==> src/rtl/channel_mux_pkg.sv <==
// Shared datapath definitions used by the channel mux and its bench.
package channel_mux_pkg;

  // Native datapath word width.
  localparam int ARQUITECTURE_BITS = 32;

endpackage : channel_mux_pkg

==> src/rtl/channel_mux.sv <==
// N-to-1 bus multiplexer: combinational select by binary index,
// plus a registered copy and a registered out-of-range flag.
module channel_mux
  import channel_mux_pkg::*;
#(
  parameter int CHANNELS = 2,
  parameter int BUS_SIZE = ARQUITECTURE_BITS
) (
  input  logic                         clk,
  input  logic                         reset_n,
  input  logic                         enable,
  input  logic [CHANNELS-1:0]          selector,
  input  logic [CHANNELS*BUS_SIZE-1:0] data_in,
  output logic [BUS_SIZE-1:0]          data_out,
  output logic [BUS_SIZE-1:0]          data_out_q,
  output logic                         sel_error_q
);

  logic sel_hit;
  logic sel_error;

  // Select the matching channel. Each channel is compared for equality
  // against the selector at the selector's own width, so no index
  // arithmetic is needed and the range test cannot overflow. An
  // unmatched selector leaves the zero default and flags an error.
  always_comb begin
    data_out = '0;
    sel_hit  = 1'b0;
    for (int k = 0; k < CHANNELS; k++) begin
      if (selector == CHANNELS'(k)) begin
        data_out = data_in[k*BUS_SIZE +: BUS_SIZE];
        sel_hit  = 1'b1;
      end
    end
    sel_error = ~sel_hit;
  end

  // Pipeline-stage copy: load on enable, hold otherwise, clear on reset.
  always_ff @(posedge clk or negedge reset_n) begin
    if (!reset_n) begin
      data_out_q  <= '0;
      sel_error_q <= 1'b0;
    end else if (enable) begin
      data_out_q  <= data_out;
      sel_error_q <= sel_error;
    end
  end

endmodule : channel_mux

==> config.mk <==
export PLATFORM = sky130hd
export DESIGN_NAME = channel_mux
export DESIGN_NICKNAME = d
export VERILOG_FILES = /design/src/rtl/channel_mux_pkg.sv /design/src/rtl/channel_mux.sv
export SDC_FILE = /design/constraint.sdc
export NUM_CORES = 1
export LEC_CHECK = 0
export BUFFER_PORTS_ARGS = -buffer_cell sky130_fd_sc_hd__buf_2
export CORE_ASPECT_RATIO = 2
export CORE_UTILIZATION = 39
export CTS_BUF_LIST = sky130_fd_sc_hd__clkbuf_16
export DETAILED_ROUTE_END_ITERATION = 16
export PLACE_DENSITY = 0.79
export SLEW_MARGIN = 20
export SYNTH_ARGS = -nofsm -noshare
export SYNTH_HDL_FRONTEND = slang
export SYNTH_SLANG_ARGS = --single-unit
==> constraint.sdc <==
create_clock -name clk -period 1 [get_ports clk]
set_clock_uncertainty 0.05 [all_clocks]
set_input_delay 0.2 -clock clk [delete_from_list [all_inputs] [get_ports clk]]
set_output_delay 0.2 -clock clk [all_outputs]
set_load 0.01 [all_outputs]
# Word level (Yosys, flattened, before mapping)
# Index checks and enable logic that the tools add are counted.
[totals] out_inout_bits=65 word_cells=9 register_bits=33 in_bits=69
[op_classes] n_reduce_logical=1 mux=4 bitwise_logic=1 eq_ne=1
[op_table] operator="$mux W32" n=2
[op_table] operator="$eq A2 B1 Y1 const B" n=1
[op_table] operator="$logic_not A2 Y1" n=1
[op_table] operator="$mux W1" n=2
[op_table] operator="$not A1 Y1" n=1

# Logic depth before layout (Yosys ltp)
[depth] word_depth=4 depth_mapped=4 ltp_nobuf=2

# Worst setup path after synthesis
# OpenSTA, ideal clock, no wires.
[synth_timing] path_type="input to output" from="input port selector[0]" to="output port data_out[0]" slack_ns=-0.007 path_buffers=2 t_required_ns=0.750 path_stages=4 arrival_time_ns=0.757 cell_sequence="buf_6 buf_8 mux2i_1 nor2_1"
[synth_via] elab_chain_cells=3 word_cells_on_any_way=4 cone_classes="eq/ne: 1; mux: 2; reduce/logical: 1"
[synth_rtl] element="start, declared" line_no="channel_mux.sv:12" rtl="input logic [CHANNELS-1:0] selector,"
[synth_rtl] element="$logic_not A2 Y1" line_no="channel_mux.sv:30" rtl="if (selector == CHANNELS'(k)) begin"
[synth_rtl] element="$mux W32" line_no="channel_mux.sv:30"
[synth_rtl] element="$mux W32 *" line_no="channel_mux.sv:30"
[synth_rtl] element="end, declared" line_no="channel_mux.sv:14" rtl="output logic [BUS_SIZE-1:0] data_out,"
# Mark *: on every way between the ends. The rest lies on a longest branch, timed or not.

# Final worst setup path
[layout_timing] from="input port selector[0]" to="output port data_out[16]"
# The elaborated chain is that of the path after synthesis.

==> results_tabular.tex <==
\begin{tabular}{lr}
\hline
Metric & Value \\
\hline
\multicolumn{2}{l}{\textbf{Outcome}} \\
Status & finished, violations left \\
Violated checks & negative setup slack \\
\multicolumn{2}{l}{\textbf{Setup path}} \\
Data arrival time of the critical path & 1.03 ns \\
Max Fanout on Critical Path & 7 \\
Critical Path End Type & output port \\
Required time of the worst setup path & $\sim$0.75 ns \\
Category of the worst setup path launch point & input pin \\
Critical path type & input pin to output port \\
\multicolumn{2}{l}{\textbf{Floorplan}} \\
Die area & 4690 um2 \\
Overall die height & 95.86 um \\
Starting density of the core & 41.19\% \\
Overall die width & 48.93 um \\
Core box area & 4170 um2 \\
Io pins & 134 \\
Std cell rows & 33 \\
\multicolumn{2}{l}{\textbf{Layout}} \\
Number of filler cells placed in the layout & 171 \\
Seq. cell area & 825.8 um2 \\
Fraction of final layout cells with drive strength greater than 1 & 67.94\% \\
Footprint of the multi-input gates & 1069 um2 \\
Non-Filler Instances & 445 \\
Number of diodes & 0 \\
Utilization after layout & 90.16\% \\
Post-layout nets & 461 \\
Area growth from synthesis to layout & 118.9\% \\
\multicolumn{2}{l}{\textbf{Timing}} \\
Number of hold violations in the final report & 0 \\
Unrepaired setup endpoints after global routing & true \\
Slew @ Worst Pin & 0.4342 ns \\
Final worst setup slack & -0.2789 ns \\
Slew Limit Headroom & 71.04\% \\
Final min period & 1.279 ns \\
Final cycle utilization of the critical path & 127.9\% \\
Final setup viols & 73 \\
Setup TNS Final & -8.237 ns \\
Max-slew violation total from the final report & 0 \\
Highest attainable clock frequency & between 0.7 and 0.8 GHz \\
\multicolumn{2}{l}{\textbf{Drt}} \\
Iteration-0 DRC Markers & 81 \\
Total iterations of the first detailed-routing run & 4 \\
Antenna violation net count after detailed routing & 0 \\
Wire per inst & 19.75 um \\
Via-to-Cell Ratio & 5.283 \\
Vias & 2351 \\
Aggregate routed wire length & 8788 um \\
Number of remaining DRC errors & 0 \\
\multicolumn{2}{l}{\textbf{Yosys}} \\
Total of flip-flops plus latches after synthesis & 33 \\
Most repeated cell in the gate-level netlist after synthesis & dfrtp\_1 \\
Share of async-settable or async-resettable flops after synthesis & 100.0\% \\
Mean instance size in the synthesized netlist & around 9.7 um2 \\
Main synth FF type & dfrtp\_1 \\
Synthesized cell area & 1718 um2 \\
Most instantiated cells after synthesis & 33 x dfrtp\_1, 32 x inv\_1, 32 x mux2i\_1, 32 x nor2\_1, 32 x o22ai\_1 \\
Largest cells by area after synthesis & dfrtp\_1 48\%, mux2i\_1 19\%, o22ai\_1 12\%, inv\_1 7.0\%, nor2\_1 7.0\% \\
Post-synth top area cell & dfrtp\_1 \\
Post-synth EDFFs & 0 \\
Synth cell types & 12 \\
Post-synth top area share & roughly half \\
Mapped Cells & 178 \\
Yosys warning total & 0 \\
Synthesized Nets & 247 \\
Sequential cell area fraction in the yosys report & 48.07\% \\
\multicolumn{2}{l}{\textbf{Pwr}} \\
VDD IR max & 1.029 mV \\
Switching power share of the total & between 30\% and 40\% \\
Sw power & 1.427 mW \\
Total Power Consumption & 4.717 mW \\
Static leakage & 1.957 nW \\
Clk pwr share & approximately 31\% \\
Internal power summed over all cells & 3.290 mW \\
Power density over the cells & 1255 nW/um2 \\
Power share of the sequential group & 32.5\% \\
Fraction of power consumed by combinational cells & 36.3\% \\
\multicolumn{2}{l}{\textbf{CTS}} \\
Clock Sink Count & 33 \\
H-tree depth reported by CTS & 2 \\
Source-to-sink clock delay at the later pin of the worst-skew pair & 0.27 ns \\
Root Buffer & clkbuf\_16 \\
Clk buf depth & 2 \\
Clock transition at the registers of the reported paths & 0.05 ns \\
TritonCTS Buffers & 5 \\
CTS tree & built \\
\multicolumn{2}{l}{\textbf{Global routing}} \\
Number of antenna violations at the first check in global routing & 0 \\
Global route total overflow & 0 \\
Largest net degree at the start of global routing & 34 \\
Global-route wire length before repair & 10120 um \\
Overall fraction of global-route tracks in use & between 20\% and 30\% \\
Via count of the first global-routing pass & about 2100 \\
\multicolumn{2}{l}{\textbf{Placed design}} \\
Estimated wirelength of the detail-placed design & 4044 um \\
Number of port buffers & 133 \\
Post-placement worst setup slack & -0.2560 ns \\
Final Wtd Congestion & 0.7650 \\
Placed Cells & just under 400 \\
\multicolumn{2}{l}{\textbf{Flow run}} \\
Reported max-cap violation count & 0 \\
\multicolumn{2}{l}{\textbf{Worst hold path}} \\
Hold/Removal Path Class & input pin to flop \\
\hline
\end{tabular}
## power by group through the flow
stage	Combinational [mW]	Clock (mW)	Sequential (mW)
after floorplan	0.404	0	1.60
after global placement	1.01	0	1.53
after detailed placement	1.04	0	1.54
after CTS	1.37	1.45	1.52
after global routing	1.79	1.53	1.55
final	1.71	1.47	1.53
## timing repair
| action | CTS | global route |
|---|---|---|
| pin swaps | 0 | 1 |
| buffers inserted | 22 | 23 |
| hold buffers | 1 | 0 |
| cloned | 4 | 0 |
| hold endpoints to repair | 33 | 0 |
| endpoints found under the setup margin | 65 | 66 |
| resized for setup | 50 | 36 |
## critical path: stages
cell and delay, ns:
buf_16 0.14, buf_12 0.17, mux2i_2 0.29, nor2_1 0.08
buf_2 0.15
## metal layers
metal	part of all wire (%)	global-route usage, %
met2	57	58.68
met4	6.0	13.73
met3	4.7	5.371
met5	0	0
met1	32	28.93
## per-stage QoR
step	cell area (um2)	hold WS (ns)
CTS	3347	0.2227
finish	3760	0.2490
detailed placement	2685	0.1233
global placement	2685	0.1202
floorplan	1718	-0.1456
global route	3760	0.2634
## sequential cells by signal, indices dropped and copies added (netlist names)
signal       count
data_out_q      32
sel_error_q      1
## logic make-up (layout without fill, tap and decap cells)
family / Yosys count / count (layout) / share of synthesized area (%)
AOI/OAI and AO/OA: 32 / 32 / 11.65
buffers and inverters: 47 / 262 / 13.18
DFF: 33 / 33 / 48.07
muxes: 33 / 33 / 19.30
and+or+nand+nor: 33 / 33 / 7.793
## worst paths after layout
kind / from / to / slack (ns) / cells after the start
setup reg to reg: data_out_q[8] / data_out_q[8] / 0.02 / 4
min in group asynchronous: reset_n / data_out_q[22] / 0.37 / 3
hold reg to reg: data_out_q[29] / data_out_q[29] / 0.47 / 2
hold / removal: enable / sel_error_q / 0.25 / 2
max in group asynchronous: reset_n / data_out_q[6] / 0.34 / 3
setup / recovery: selector[0] / data_out[16] / -0.28 / 5
## placed cells by master, fill, tap and decap left out
cell,count
nor2_1,32
mux2_2,1
buf_4,74
o22ai_2,6
buf_12,4
dfrtp_1,33
clkbuf_16,5
dlygate4sd3_1,1
buf_16,5
nand2b_4,1
o22ai_1,26
clkinv_1,2
buf_2,127
clkinv_2,1
buf_6,11
mux2i_2,4
inv_1,32
mux2i_4,28
## final cells by class
cell class | instances | share of cell area, %
Clock buffer | 5 | 3.328
Multi-Input combinational cell | 98 | 28.42
Tap cell | 52 | 1.730
Clock inverter | 3 | 0.3328
Timing Repair Buffer | 222 | 41.03
Inverter | 32 | 3.195
Sequential cell | 33 | 21.96
Note: power is estimated with default switching activity, not from simulation.
